**config.mk**
```make
export PLATFORM = sky130hd
export DESIGN_NAME = decode_issue_stage
export DESIGN_NICKNAME = d
export VERILOG_FILES = /design/src/rtl/decode_issue_stage_pkg.sv /design/src/rtl/decode_issue_stage_imm_gen.sv /design/src/rtl/decode_issue_stage.sv
export SDC_FILE = /design/constraint.sdc
export NUM_CORES = 1
export LEC_CHECK = 0
export CORE_AREA = 10 10 210 212
export DETAILED_ROUTE_END_ITERATION = 8
export DIE_AREA = 0 0 220 222
export GPL_TIMING_DRIVEN = 0
export PLACE_DENSITY = 0.54
export SLEW_MARGIN = 20
export SYNTH_ARGS = -nofsm -noshare
export SYNTH_HDL_FRONTEND = slang
export SYNTH_SLANG_ARGS = --single-unit
```
**constraint.sdc**
```tcl
create_clock -name clk -period 3.8 [get_ports clk]
set_input_delay 0.76 -clock clk [delete_from_list [all_inputs] [get_ports clk]]
set_output_delay 0.76 -clock clk [all_outputs]
set_load 0.005 [all_outputs]
```
**src/rtl/decode_issue_stage_pkg.sv**
```systemverilog
// Shared definitions for the RV64 decode/issue stage: widths, opcodes,
// ALUOp encodings and the control bundle carried into ID/EX.
package decode_issue_stage_pkg;

    localparam int XLEN_DEF       = 64;
    localparam int REG_ADDR_W_DEF = 5;

    localparam logic [6:0] OP_R      = 7'b0110011;
    localparam logic [6:0] OP_IMM    = 7'b0010011;
    localparam logic [6:0] OP_LOAD   = 7'b0000011;
    localparam logic [6:0] OP_STORE  = 7'b0100011;
    localparam logic [6:0] OP_BRANCH = 7'b1100011;

    localparam logic [1:0] ALUOP_MEM    = 2'b00;
    localparam logic [1:0] ALUOP_BRANCH = 2'b01;
    localparam logic [1:0] ALUOP_R      = 2'b10;
    localparam logic [1:0] ALUOP_IMM    = 2'b11;

    typedef struct packed {
        logic       reg_write;
        logic       mem_read;
        logic       mem_write;
        logic       alu_src;
        logic       mem_to_reg;
        logic       branch;
        logic [1:0] alu_op;
    } ctrl_t;

    localparam ctrl_t CTRL_NOP = '0;

endpackage

```
**src/rtl/decode_issue_stage_imm_gen.sv**
```systemverilog
// Immediate generator: selects the I/S/B immediate by opcode and
// sign-extends it from instr[31] to XLEN. R-type and unknown give 0.
module imm_gen
    import decode_issue_stage_pkg::*;
#(
    parameter int XLEN = XLEN_DEF
) (
    input  logic [31:0]     instr,
    output logic [XLEN-1:0] imm
);

    logic [6:0] opcode;
    logic       unused_bits;

    assign opcode      = instr[6:0];
    assign unused_bits = ^instr[19:12];

    // NOTE: every output of an always_comb gets a default first so no path can infer a latch.
    always_comb begin
        imm = '0;
        unique case (opcode)
            OP_IMM, OP_LOAD:
                imm = {{(XLEN-12){instr[31]}}, instr[31:20]};
            OP_STORE:
                imm = {{(XLEN-12){instr[31]}}, instr[31:25], instr[11:7]};
            OP_BRANCH:
                imm = {{(XLEN-13){instr[31]}}, instr[31], instr[7],
                       instr[30:25], instr[11:8], 1'b0};
            default:
                imm = '0;
        endcase
    end

endmodule

```
**src/rtl/decode_issue_stage.sv**
```systemverilog
// ID stage: decodes the IF/ID instruction, detects load-use hazards and
// loads the ID/EX register with flush > stall > hazard > capture priority.
module decode_issue_stage
    import decode_issue_stage_pkg::*;
#(
    parameter int XLEN       = XLEN_DEF,
    parameter int REG_ADDR_W = REG_ADDR_W_DEF
) (
    input  logic                  clk,
    input  logic                  reset,
    input  logic                  if_valid,
    input  logic [31:0]           if_instr,
    input  logic [XLEN-1:0]       if_pc,
    output logic                  id_ready,
    output logic [REG_ADDR_W-1:0] RS1,
    output logic [REG_ADDR_W-1:0] RS2,
    input  logic [XLEN-1:0]       ReadData1,
    input  logic [XLEN-1:0]       ReadData2,
    input  logic                  ex_stall,
    input  logic                  ex_flush,
    output logic                  ex_valid,
    output logic [XLEN-1:0]       ex_pc,
    output logic [XLEN-1:0]       ex_rs1_data,
    output logic [XLEN-1:0]       ex_rs2_data,
    output logic [XLEN-1:0]       ex_imm,
    output logic [REG_ADDR_W-1:0] ex_rs1,
    output logic [REG_ADDR_W-1:0] ex_rs2,
    output logic [REG_ADDR_W-1:0] ex_rd,
    output logic [3:0]            ex_funct,
    output logic                  ex_RegWrite,
    output logic                  ex_MemRead,
    output logic                  ex_MemWrite,
    output logic                  ex_ALUSrc,
    output logic                  ex_MemtoReg,
    output logic                  ex_Branch,
    output logic [1:0]            ex_ALUOp,
    output logic                  ex_illegal,
    output logic [31:0]           stall_count
);

    logic [6:0]            opcode;
    logic [REG_ADDR_W-1:0] rd;
    logic [3:0]            funct;
    logic [XLEN-1:0]       imm;
    ctrl_t                 id_ctrl;
    ctrl_t                 ex_ctrl;
    logic                  legal;
    logic                  uses_rs1;
    logic                  uses_rs2;
    logic                  load_use;
    logic                  advance;
    logic                  capture;

    assign opcode = if_instr[6:0];
    assign RS1    = REG_ADDR_W'(if_instr[19:15]);
    assign RS2    = REG_ADDR_W'(if_instr[24:20]);
    assign rd     = REG_ADDR_W'(if_instr[11:7]);
    assign funct  = {if_instr[30], if_instr[14:12]};

    imm_gen #(.XLEN(XLEN)) u_imm_gen (
        .instr (if_instr),
        .imm   (imm)
    );

    always_comb begin
        id_ctrl  = CTRL_NOP;
        legal    = 1'b1;
        uses_rs1 = 1'b1;
        uses_rs2 = 1'b0;
        unique case (opcode)
            OP_R: begin
                id_ctrl.reg_write = 1'b1;
                id_ctrl.alu_op    = ALUOP_R;
                uses_rs2          = 1'b1;
            end
            OP_IMM: begin
                id_ctrl.reg_write = 1'b1;
                id_ctrl.alu_src   = 1'b1;
                id_ctrl.alu_op    = ALUOP_IMM;
            end
            OP_LOAD: begin
                id_ctrl.reg_write  = 1'b1;
                id_ctrl.mem_read   = 1'b1;
                id_ctrl.mem_to_reg = 1'b1;
                id_ctrl.alu_src    = 1'b1;
                id_ctrl.alu_op     = ALUOP_MEM;
            end
            OP_STORE: begin
                id_ctrl.mem_write = 1'b1;
                id_ctrl.alu_src   = 1'b1;
                id_ctrl.alu_op    = ALUOP_MEM;
                uses_rs2          = 1'b1;
            end
            OP_BRANCH: begin
                id_ctrl.branch = 1'b1;
                id_ctrl.alu_op = ALUOP_BRANCH;
                uses_rs2       = 1'b1;
            end
            default: begin
                legal    = 1'b0;
                uses_rs1 = 1'b0;
            end
        endcase
        // Writes to x0 are architecturally discarded; also keeps forwarding from matching x0.
        if (rd == '0) id_ctrl.reg_write = 1'b0;
    end

    assign load_use = ex_valid && ex_ctrl.mem_read && (ex_rd != '0) && if_valid &&
                      ((uses_rs1 && (ex_rd == RS1)) || (uses_rs2 && (ex_rd == RS2)));

    assign id_ready = ex_flush || (!ex_stall && !load_use);
    assign advance  = !ex_flush && !ex_stall && !load_use;
    assign capture  = advance && if_valid && legal;

    // NOTE: sequential state uses non-blocking assignments so every flop samples pre-edge values.
    always_ff @(posedge clk or negedge reset) begin
        if (!reset) begin
            ex_valid    <= 1'b0;
            ex_ctrl     <= CTRL_NOP;
            ex_pc       <= '0;
            ex_rs1_data <= '0;
            ex_rs2_data <= '0;
            ex_imm      <= '0;
            ex_rs1      <= '0;
            ex_rs2      <= '0;
            ex_rd       <= '0;
            ex_funct    <= '0;
            ex_illegal  <= 1'b0;
            stall_count <= '0;
        end else begin
            ex_illegal <= advance && if_valid && !legal;
            if (!ex_flush && !ex_stall && load_use && (stall_count != '1))
                stall_count <= stall_count + 32'd1;
            if (ex_flush || !ex_stall) begin
                if (capture) begin
                    ex_valid    <= 1'b1;
                    ex_ctrl     <= id_ctrl;
                    ex_pc       <= if_pc;
                    ex_rs1_data <= ReadData1;
                    ex_rs2_data <= ReadData2;
                    ex_imm      <= imm;
                    ex_rs1      <= RS1;
                    ex_rs2      <= RS2;
                    ex_rd       <= rd;
                    ex_funct    <= funct;
                end else begin
                    ex_valid    <= 1'b0;
                    ex_ctrl     <= CTRL_NOP;
                    ex_pc       <= '0;
                    ex_rs1_data <= '0;
                    ex_rs2_data <= '0;
                    ex_imm      <= '0;
                    ex_rs1      <= '0;
                    ex_rs2      <= '0;
                    ex_rd       <= '0;
                    ex_funct    <= '0;
                end
            end
        end
    end

    assign ex_RegWrite = ex_ctrl.reg_write;
    assign ex_MemRead  = ex_ctrl.mem_read;
    assign ex_MemWrite = ex_ctrl.mem_write;
    assign ex_ALUSrc   = ex_ctrl.alu_src;
    assign ex_MemtoReg = ex_ctrl.mem_to_reg;
    assign ex_Branch   = ex_ctrl.branch;
    assign ex_ALUOp    = ex_ctrl.alu_op;

endmodule

```
* Word level (Yosys, flattened, before mapping) *
Index checks and enable logic that the tools add are counted.

word-level totals
  input port bits = 229
  bits in registers = 317
  word-level logic and storage cells = 75
  output and inout port bits = 328

operators by class
  multiplexer cells = 20
  $add $sub $neg = 1
  reductions and logical operators = 28
  eq/ne operators = 8

operators by type and width
  kind                     number
  $mux W64                 4
  $pmux W64 S3             1
  $add A32 B1 Y32 const B  1
  $ne A32 B32 Y1 const B   1
  $mux W5                  3
  $eq A7 B6 Y1 const B     2
  $logic_and A1 B1 Y1      14
  $eq A5 B5 Y1             2
  $mux W1                  9
  $reduce_or A3 Y1         3
  $mux W8                  1
  $eq A7 B2 Y1 const B     1
  $eq A7 B5 Y1 const B     1
  $eq A7 B7 Y1 const B     1
  $pmux W2 S3              1
  $logic_not A5 Y1         1
  $reduce_bool A5 Y1       1
  $reduce_or A5 Y1         1
  $logic_not A1 Y1         4
  $mux W4                  1
  $logic_or A1 B1 Y1       3
  $reduce_or A2 Y1         1

* Logic depth before layout (Yosys ltp) *
Gate-level depths: netlist (run 1).

  word-level depth = 11
  mapped depth = 9

* By module *
A second synthesis (run 1) with hierarchy kept.

second synthesis, totals
  cells, all modules = 926
  area, all modules = 12425.7 µm²

modules (own cells, without submodules)
  module              times used  cells an instance  sequential area each (µm²)  area each (µm²)
  decode_issue_stage  1           846                7907.6                      11825.1
  imm_gen             1           80                 0.0                         600.6

* Worst setup path before layout (run 1) *
OpenSTA, ideal clock, no wires.

  path kind = input-to-output
  start = input port if_instr[6]
  end = output port id_ready
  slack = 1.162 ns
  data required time = 3.040 ns
  arrival = 1.878 ns
  cell stages on the path = 6
  cell sequence = buf_2 a21bo_2 nor4_1 a22oi_1 nor2_1 o21bai_1

on the way
  cells in the longest elaborated chain, start to end = 9
  elaborated cells on any way between the ends = 16
  those cells by class = eq/ne: 5; mux: 2; reduce/logical: 9

RTL lines
  item                                                                   line                       source
  start: declaration                                                     decode_issue_stage.sv:12   input logic [31:0] if_instr,
  $eq A7 B6 Y1, or another cell as far along                             decode_issue_stage.sv:70   unique case (opcode)
  $reduce_or A5 Y1 (no source line) or $reduce_or A3 Y1 (tied branches)  --
  $mux W1                                                                decode_issue_stage.sv:70
  $logic_and A1 B1 Y1                                                    decode_issue_stage.sv:109  ((uses_rs1 && (ex_rd == RS1)) || (uses_rs2 && (ex_rd == RS2)));
  $logic_or A1 B1 Y1 *                                                   decode_issue_stage.sv:109
  $logic_and A1 B1 Y1 *                                                  decode_issue_stage.sv:108  assign load_use = ex_valid && ex_ctrl.mem_read && (ex_rd != '0) && if_valid &&
  $logic_not A1 Y1 *                                                     decode_issue_stage.sv:111  assign id_ready = ex_flush || (!ex_stall && !load_use);
  $logic_and A1 B1 Y1 *                                                  decode_issue_stage.sv:111
  $logic_or A1 B1 Y1 *                                                   decode_issue_stage.sv:111
  end: declaration                                                       decode_issue_stage.sv:14   output logic id_ready,

Mark *: on every way between the ends. The rest lies on a longest branch, timed or not.

* Final worst setup path (run 1) *
  start = input port if_instr[1]
  end = output port id_ready

The elaborated chain is that of the path after synthesis.

==> results.md, run 1 <==
- GRT Residual Overflow: 0
- Cells after synthesis: roughly 770
- Final Wtd Congestion: 0.7987
- Clk sinks: roughly 270
- Post-layout minimum cycle time: 3565 ps
- Clock tree from TritonCTS: yes
- GR peak layer: met2
- Area of the mapped netlist: 10,520 sq um
- Worst path max stage delay: roughly 520 ps
- Root Buffer: clkbuf_16
- Post-route ant nets: 0
- Reg2reg end: ex_pc[49]
- Num CTS Buffers: 34
- Met2 Usage GRT: 0.3162
- Initial antenna violation count: 8
- Total Power: 6.712 mW
- R2r worst-path depth: 8
- Crit path launch: if_instr[1]
- Clock skew: 21.50 ps
- Final-stage net count: 1,598
- Fraction of registers with async set or reset after synthesis: 1.000
- Crit-path slowest cell: clkdlybuf4s50_1
- Multi-input logic area: 3094 sq um
- FP Rows: 73
- Worst-Skew Late Latency: approximately 540 ps
- Synthesized net count: about 1,000
- Wire length per cell: between 20 and 25 microns
- WP data required: 3040 ps
- Worst path top cell family by delay: buffers and inverters
- Slew @ Worst Pin: between 1000 and 1500 ps
- Largest cells by area after synthesis: dfrtp_1 63%, a22o_1 18%, buf_4 5.1%, xnor2_1 2.4%, buf_6 1.2%
- Hold slack: 36.21 ps
- Maxcap violations: 0
- Max-slew headroom: 0.3124
- DR vias: 8,775
- Initial DRC Count: 387
- Cell Chain, Critical Path: clkdlybuf4s50_1 -> nand4bb_2 -> a2111oi_2 -> a22oi_2 -> nor2_2 -> o21bai_1 -> clkdlybuf4s50_1
- Yosys top cell area share: 0.6307
- CTS H-Tree Depth: 2
- Pre-antenna DRT Iters: 6
- Num ports: 557
- WS Path Type: in2out
- Fill cells: 3,677
- FMAX: 0.2805 GHz
- Core Area: 39,640 sq um
- Syn_area_per_cell: 13.60 sq um
- Top-count cell post-synth: dfrtp_1
- Number of global-route vias before repair: 9,206
- CP Capture Type: primary output
- Met1 Usage GRT: 0.2047
- Die Area: between 40,000 and 50,000 sq um
- Die Width: roughly 220 microns
- Hold Crit Class: in2async
- Met3 Use GR: 0.07531
- Crit path top cell by count: clkdlybuf4s50_1
- Sequential cell area fraction in the yosys report: 0.6307
- Final Max Slew Viols: 0
- Die Ht: 222 microns
- Total Routing Usage GR: 0.1835
- Peak supply drop: 296.9 uV
- Critical Path Start Type: input pin
- Worst R2R Setup Slack: between 800 and 900 ps
- Worst path arrival time: 2810 ps
- DR DRC count: 0
- RSZ-0062 raised after global routing: no
- Ys Warns: 0
- Setup violators final: 0
- Area grow syn2layout: 71.68%
- Most instantiated cells after synthesis: 265 x dfrtp_1, 213 x a22o_1, 71 x buf_4, 30 x clkbuf_1, 29 x xnor2_1
- WP buf/inv: 2
- Synth Flop Type: dfrtp_1
- Power density over the cells: 371.8 nW/um^2
- Status: finished, final reports clean
- Clock slew at reported path FFs: 50 ps
- Final worst path period share: 0.9382
- Hold-fix buffers at CTS: 0
- Final core utilization: 0.4554
- Final hold viol count: 0
- P_leak: between 7 and 8 nW
- Largest net degree at the start of global routing: 93
- Buffers on Ports: 555
- Dpl hpwl: 36,440 microns
- Initial Utilization: 0.2653
- Layout cells sized above 1: 0.1152
- Reg-to-reg startpoint: ex_rd[1]
- Wirelength, routed: ~47,000 microns
- CP Max Fanout: 8
- Register area: around 6600 sq um
- Post-synth EDFFs: 0
- Global-route wire length before repair: 66,770 microns
- Yosys cell types: 40
- Via density: 4.577
- Clock buffer depth: 3
- Yosys reg bits: around 270
- Yosys top cell by area: dfrtp_1
[report_power, final]
part,switching [mW],internal (mW)
clock,1.27,2.15
sequential,0.00494,2.83
combinational,0.194,0.267
[what timing repair did]
| item | in CTS | in global routing |
|---|---|---|
| setup buffers | 0 | 1 |
| gates resized for setup | 2 | 6 |
| pin swaps | 0 | 1 |
| hold endpoints to repair | 0 | 0 |
| endpoints found under the setup margin | 1 | 1 |
[registers in the layout, summed over array words and instances (netlist names), 4 cells and up]
name and count:
ex_funct 4, ex_imm 13, ex_pc 64, ex_rd 5, ex_rs1 5, ex_rs1_data 64, ex_rs2 5, ex_rs2_data 64
stall_count 32
[kinds of logic after synthesis]
kind of cell | share of synthesized area
flip-flops | 0.6307
AO/OA/AOI/OAI | 0.2050
buffers and inverters | 0.07794
AND/OR/NAND/NOR | 0.04998
XOR/XNOR | 0.03415
multiplexers | 0.001071
adder cells (fa/ha/maj) | 0.001190
[routing by layer]
metal,share of wire,routed length [microns]
met1,0.37,17480
met3,0.10,4763
met4,0.017,775
met2,0.51,23630
met5,0.0016,75
[layout by cell type, fill, tap and decap left out, types with 2 or more instances in the layout]
master	n
xor2_1	12
a32o_1	11
buf_4	72
nand3_1	17
nor2_1	11
or4_1	2
buf_2	7
clkbuf_1	35
nor3_1	5
nand4_1	12
nand2_1	15
bufinv_16	4
a21oi_1	2
inv_1	3
buf_16	3
dfrtp_1	264
and3_1	9
o21ai_0	6
nor2b_1	3
and4_1	8
a22o_1	213
a22oi_1	6
and2_1	2
clkbuf_16	35
buf_6	11
a32oi_1	2
or2_2	3
xnor2_1	29
clkbuf_8	10
diode_2	3
clkdlybuf4s50_1	553
[layout make-up]
class	count	share of cell area
Antenna cell	3	0.0004159
Buffer	119	0.04457
Clock buffer	51	0.05739
Clock inverter	6	0.007555
Inverter	3	0.0006238
Multi-Input combinational cell	385	0.1714
Sequential cell	265	0.3674
Tap cell	525	0.03639
Timing Repair Buffer	560	0.3143
[through the flow]
step	setup WS [ps]	setup TNS [ps]	instances	instance area (sq um)
floorplan	1162	0	773	10520
global placement	-10310	-2727530	1853	16730
detailed placement	-100.7	-590.7	1857	16840
CTS	10.97	0	1913	18010
global route	46.08	0	1916	18050
finish	234.9	0	1917	18050
[how the worst max path moves through the flow]
stage,to,slack [ps],depth (start not counted)
detailed placement,id_ready,-100,8
floorplan,id_ready,1160,6
global placement,ex_pc[58],-10310,1
finish,id_ready,230,7
CTS,id_ready,10,7
global route,id_ready,50,7
Power figures use the tool's default switching activity.
==> inputs of run 2 (changes only) <==
--- a/config.mk
+++ b/config.mk
@@ -5,11 +5,12 @@
 export SDC_FILE = /design/constraint.sdc
 export NUM_CORES = 1
 export LEC_CHECK = 0
-export CORE_AREA = 10 10 210 212
+export CORE_AREA = 10 10 207 209
+export CTS_BUF_LIST = sky130_fd_sc_hd__clkbuf_8
 export DETAILED_ROUTE_END_ITERATION = 8
-export DIE_AREA = 0 0 220 222
+export DIE_AREA = 0 0 217 219
 export GPL_TIMING_DRIVEN = 0
-export PLACE_DENSITY = 0.54
+export PLACE_DENSITY = 0.55
 export SLEW_MARGIN = 20
 export SYNTH_ARGS = -nofsm -noshare
 export SYNTH_HDL_FRONTEND = slang
==> results.md, run 2 (synthesis results as in run 1) <==
- FP Rows: 72 (-1.4%)
- Critical Path Start Type: input pin
- Final instance area: 17,890 sq um (-0.92%)
- Initial DRC Count: 589 (+52%)
- Max-slew headroom: 0.3403 (+0.02786)
- ANT cells: 0 (-3)
- Setup ws final: 120.7 ps (-114.2 ps)
- Area grow syn2layout: 70.10%
- Final worst path period share: 0.9682 (+0.03007)
- Number of global-route vias before repair: 9,451 (+2.7%)
- Num CTS Buffers: 50 (+47%)
- Met2 wire length: 23,270 microns (-1.5%)
- Levels on crit path: 7 (unchanged)
- Worst-Skew Late Latency: 610 ps (+70 ps)
- Core Area: 38,560 sq um (-2.7%)
- R2r worst-path depth: 7 (-1)
- Biggest regs: ex_pc: 64 flops, ex_rs1_data: 64 flops, ex_rs2_data: 64 flops
- Worst path top cell family by delay: buffers and inverters
- WS Path Type: in2out
- DR DRC count: 0 (unchanged)
- Multi-input logic area: 3112 sq um (+0.57%)
- Commonest non-fill, non-tap cell in the layout: clkdlybuf4s50_1
- Hold slack: 487.2 ps (+451.0 ps)
- Slew @ Worst Pin: 982.0 ps (-41.47 ps)
- Reg-to-reg startpoint: ex_rd[1]
- Clock tree from TritonCTS: yes
- Initial Utilization: 0.2727 (+0.007454)
- Crit-path slowest cell: clkdlybuf4s50_1
- Buffers on Ports: 555 (unchanged)
- CP Capture Type: primary output
- Maxcap violations: 0 (unchanged)
- Top Layer Used: met5
- Final-stage net count: 1,614 (+1.0%)
- Reg2reg end: ex_rs2_data[51]
- CTS H-Tree Depth: 2 (unchanged)
- Worst R2R Setup Slack: 910 ps (+70 ps)
- Register area: 6633 sq um (unchanged)
- Setup violators final: 0 (unchanged)
- Critical path endpoint: id_ready
- Dpl cell area: 16,830 sq um (about the same)
- Final core utilization: 0.4639 (+0.008481)
- Total Power: 6.122 mW (-8.8%)
- Hold Crit Class: reg2reg
- Clock skew: 31.93 ps (+10.43 ps)
- Power density over the cells: 342.3 nW/um^2 (-7.9%)
- P_leak: 7.942 nW (about the same)
- Clock buffer depth: 3 (unchanged)
- Layout cells sized above 1: 0.1246 (+0.009369)
- Fill cells: 3,675 (-0.054%)
- Num ports: 557 (unchanged)
- Global-route wire length before repair: 67,390 microns (+0.93%)
- Clock slew at reported path FFs: 60 ps (about the same)
- Final Wtd Congestion: 0.7805 (-2.3%)
- Dpl hpwl: 36,660 microns (+0.60%)
- Initial antenna violation count: 2 (-6)
- Wirelength, routed: 47,050 microns (+0.68%)
- Root Buffer: clkbuf_8
- Total Negative Setup Slacks: 0 ps (unchanged)
- WP data required: 3040 ps (about the same)
- Post-route ant nets: 0 (unchanged)
- Final Max Slew Viols: 0 (unchanged)
- Post-layout minimum cycle time: 3679 ps (+114.2 ps)
- Worst path max stage delay: 540 ps (+20 ps)
- Placed insts: 1,850 (-0.38%)
- DR vias: 8,938 (+1.9%)
- Wl on met1: 18,110 microns (+3.6%)
- Die Ht: 219 microns (-1.4%)
- Status: finished, final reports clean
- Crit path top cell by count: clkdlybuf4s50_1
- Pre-antenna DRT Iters: 4 (-2)
- Worst slack, placed: -218.6 ps (-117.9 ps)
- Routed met3 length: 4895 microns (+2.8%)
- CP Max Fanout: 6 (-2)
- Clk sinks: 265 (unchanged)
- Die Width: 217 microns (-1.4%)
- Die Area: 47,520 sq um (-2.7%)
- Worst path arrival time: 2920 ps (+110 ps)
- Crit path launch: if_instr[4]
- Commonest cells after routing, fill and taps aside: 554 x clkdlybuf4s50_1, 264 x dfrtp_1, 213 x a22o_1
- Final hold viol count: 0 (unchanged)
- WP buf/inv: 2 (unchanged)
- GRT Residual Overflow: 0 (unchanged)
- Largest net degree at the start of global routing: 88 (-5.4%)
- Wire length per cell: 24.26 microns (-0.46%)
- FMAX: 0.2718 GHz (-3.1%)
- Post-CTS Setup Bufs: 0 (unchanged)
- Peak supply drop: 216.6 uV (-27%)
- Cell Chain, Critical Path: clkdlybuf4s50_1 -> nand2b_1 -> a2111oi_2 -> a22oi_2 -> nor2_4 -> o21bai_1 -> clkdlybuf4s50_1
- Fin cells: 1,939 (+1.1%)
- Via density: 4.610 (+0.70%)
- Total Routing Usage GR: 0.1891 (+0.005557)
## run 2: cell types whose count changed in the layout (fill, tap and decap cells not counted), moves of 2 or more
cell       change
clkbuf_1       -6
bufinv_16      -2
clkbuf_16     -35
inv_1         +20
clkinv_2       +4
clkbuf_8      +50
diode_2        -3
## run 2: cell type report
cell class | count | area share
plain buffers | 119 | 0.04498
clock buffers | 60 | 0.04617
clock inverters | 29 | 0.01000
inverters | 3 | 0.0006296
multi-input cells | 385 | 0.1740
flip-flops and latches | 265 | 0.3708
well taps | 518 | 0.03624
repair buffers | 560 | 0.3172
## run 2: tightest hold or removal path: cells and delay by family, from the launching register on
kind / cells / cell delay [ps]
flip-flops: 1 / 340
AO/OA/AOI/OAI: 1 / 60
AND/OR/NAND/NOR: 1 / 50
## run 2: worst min path at each step
stage,start,end,slack (ps),depth (start not counted)
6_report,ex_imm[2],ex_imm[2],490,2
5_1_grt,ex_ALUOp[0],ex_ALUOp[0],500,2
4_1_cts,ex_imm[7],ex_imm[7],490,1
3_5_place_dp,ex_imm[7],ex_imm[7],480,1
3_3_place_gp,ex_imm[4],ex_imm[4],470,2
2_1_floorplan,reset,ex_ALUOp[0],460,0
## run 2: timing repair
action,4_1_cts,5_1_grt
gates resized for setup,6,3
setup endpoints to repair,1,1
hold buffers,1,0
hold endpoints to repair,17,0
## run 2: power breakdown
group | switching, mW | internal (mW)
clock | 1.26 | 1.56
sequential | 0.00489 | 2.83
combinational | 0.198 | 0.268
total | 1.46 | 4.66
## run 2: per-layer routing
layer  GRT usage  up-vias
met5           0        -
met4     0.04102        4
met3     0.08624       52
met2      0.3188      378
met1      0.2160     4425
li1            -     4079
==> inputs of run 3 (changes only) <==
--- a/config.mk
+++ b/config.mk
@@ -5,10 +5,10 @@
 export SDC_FILE = /design/constraint.sdc
 export NUM_CORES = 1
 export LEC_CHECK = 0
-export CORE_AREA = 10 10 207 209
+export CORE_AREA = 10 10 208 210
 export CTS_BUF_LIST = sky130_fd_sc_hd__clkbuf_8
 export DETAILED_ROUTE_END_ITERATION = 8
-export DIE_AREA = 0 0 217 219
+export DIE_AREA = 0 0 218 220
 export GPL_TIMING_DRIVEN = 0
 export PLACE_DENSITY = 0.55
 export SLEW_MARGIN = 20
==> constraint.sdc (replaced) <==
create_clock -name clk -period 4.02 [get_ports clk]
set_input_delay 0.804 -clock clk [delete_from_list [all_inputs] [get_ports clk]]
set_output_delay 0.804 -clock clk [all_outputs]
set_load 0.005 [all_outputs]
==> results.md, run 3 (synthesis results as in run 1) <==
- Final-stage net count: 1,613 (-0.062%)
- Worst path arrival time: 3000 ps (+80 ps)
- Final instance area: 17,840 sq um (-0.24%)
- Die Area: 47,960 sq um (+0.92%)
- Clock slew at reported path FFs: 60 ps (about the same)
- Hold-fix buffers at CTS: 0 (-1)
- Cell Chain, Critical Path: clkdlybuf4s50_1 -> xor2_1 -> nor4_1 -> a22oi_1 -> nor2_2 -> o21bai_1 -> clkdlybuf4s50_1
- Worst path max stage delay: 590 ps (+50 ps)
- Final Wtd Congestion: 0.7736 (-0.88%)
- GRT Residual Overflow: 0 (unchanged)
- Pre-antenna DRT Iters: 5 (+1)
- Post-route ant nets: 0 (unchanged)
- Register area: 6633 sq um (unchanged)
- Die Ht: 220 microns (+0.46%)
- Setup violators final: 0 (unchanged)
- Number of global-route vias before repair: 9,295 (-1.7%)
- Critical Path Start Type: input pin
- Core Area: 39,280 sq um (+1.9%)
- WP data required: 3220 ps (+180 ps)
- Via density: 4.608 (about the same)
- DR DRC count: 0 (unchanged)
- Wire length per cell: 23.65 microns (-2.5%)
- Dpl cell area: 16,840 sq um (about the same)
- Peak supply drop: 195.7 uV (-9.6%)
- Commonest cells after routing, fill and taps aside: 554 x clkdlybuf4s50_1, 264 x dfrtp_1, 213 x a22o_1
- Root Buffer: clkbuf_8
- Maxcap violations: 0 (unchanged)
- Multi-input logic area: 3073 sq um (-1.2%)
- WS Path Type: in2out
- Initial DRC Count: 457 (-22%)
- FMAX: 0.2628 GHz
- Crit path top cell by count: clkdlybuf4s50_1
- Final worst path period share: 0.9467
- Num ports: 557 (unchanged)
- Hold Crit Class: in2async
- Clock buffer depth: 3 (unchanged)
- Clock skew: 20.66 ps (-11.27 ps)
- Num CTS Buffers: 49 (-2.0%)
- Max-slew headroom: 0.4259 (+0.08566)
- Buffers on Ports: 555 (unchanged)
- CP Capture Type: primary output
- Slew @ Worst Pin: 861.1 ps (-120.9 ps)
- FP Rows: 73 (+1.4%)
- Final hold viol count: 0 (unchanged)
- Initial Utilization: 0.2677 (-0.004987)
- Die Width: 218 microns (+0.46%)
- RSZ-0062 raised after global routing: no
- Layout cells sized above 1: 0.1232 (-0.001321)
- P_leak: 7.921 nW (-0.27%)
- CTS H-Tree Depth: 2 (unchanged)
- DR vias: 9,005 (+0.75%)
- Wirelength, routed: 46,220 microns (-1.8%)
- Largest net degree at the start of global routing: 92 (+4.5%)
- CP Max Fanout: 4 (-2)
- Commonest non-fill, non-tap cell in the layout: clkdlybuf4s50_1
- Total Negative Setup Slacks: 0 ps (unchanged)
- Fill cells: 3,696 (+0.57%)
- Power density over the cells: 319.1 nW/um^2 (-6.8%)
- Biggest regs: ex_pc: 64 flops, ex_rs1_data: 64 flops, ex_rs2_data: 64 flops
- Post-layout minimum cycle time: 3806 ps
- Hold slack: 101.2 ps (-386.0 ps)
- Clk sinks: 265 (unchanged)
- Status: finished, final reports clean
- Total Routing Usage GR: 0.1827 (-0.006330)
- Initial antenna violation count: 8 (+6)
- Final Max Slew Viols: 0 (unchanged)
- Worst-Skew Late Latency: 610 ps (about the same)
- Global-route wire length before repair: 65,520 microns (-2.8%)
- Dpl hpwl: 35,800 microns (-2.3%)
- Area grow syn2layout: 69.68%
- Crit-path slowest cell: clkdlybuf4s50_1
- Clock tree from TritonCTS: yes
## run 3: changes by cell type in the layout (fill, tap and decap cells not counted), sizes merged
cell         delta
bufinv          -1
clkbuf          +1
clkinv          +3
diode           +9
dlygate4sd3     -1
inv             -3
## run 3: final timing paths
path | start | to | slack, ps | cells after the start
min | reset | stall_count[4] | 100 | 1
max reg2reg | ex_rd[1] | ex_pc[55] | 1160 | 7
min in group clk | ex_imm[1] | ex_imm[1] | 480 | 2
max | if_instr[22] | id_ready | 210 | 7
max in group asynchronous | reset | ex_pc[57] | 2860 | 3
min reg2reg | ex_imm[1] | ex_imm[1] | 480 | 2
## run 3: cell type report
cell class / count / area share
Inverter: 3 / 0.0006311
Sequential cell: 265 / 0.3717
Buffer: 120 / 0.04537
Clock buffer: 60 / 0.04628
Clock inverter: 28 / 0.008275
Tap cell: 525 / 0.03682
Timing Repair Buffer: 559 / 0.3174
Antenna cell: 9 / 0.001262
Multi-Input combinational cell: 385 / 0.1722
## run 3: per-layer routing
| layer | part of all wire | global-route usage |
|---|---|---|
| met4 | 0.021 | 0.05994 |
| met3 | 0.097 | 0.07308 |
| met2 | 0.49 | 0.3011 |
| met1 | 0.39 | 0.2134 |
| met5 | 0 | 0 |
## run 3: critical path: cells and delay by family
family	cells	cell delay [ps]
AND/OR/NAND/NOR	2	570
AO/OA/AOI/OAI	2	320
buffers and inverters	2	1070
XOR/XNOR	1	230
## run 3: report_power, final
part / internal (mW) / switching, mW
combinational: 0.252 / 0.183
sequential: 2.68 / 0.00465
clock: 1.41 / 1.17
total: 4.34 / 1.36
## run 3: per-stage QoR
step           power (mW)  utilization  setup WS, ps  std cells
2_1_floorplan       2.797            -          1294        773
3_3_place_gp        3.161       0.4259        -10000       1853
3_5_place_dp        3.170       0.4287         31.34       1857
4_1_cts             5.809       0.4535         22.16       1945
5_1_grt             5.961       0.4541         33.53       1951
6_report            5.693       0.4543         214.3       1954
## run 3: timing repair
item | 4_1_cts | 5_1_grt
buffers inserted | 0 | 0
resized for setup | 0 | 4
setup endpoints to repair | 0 | 1
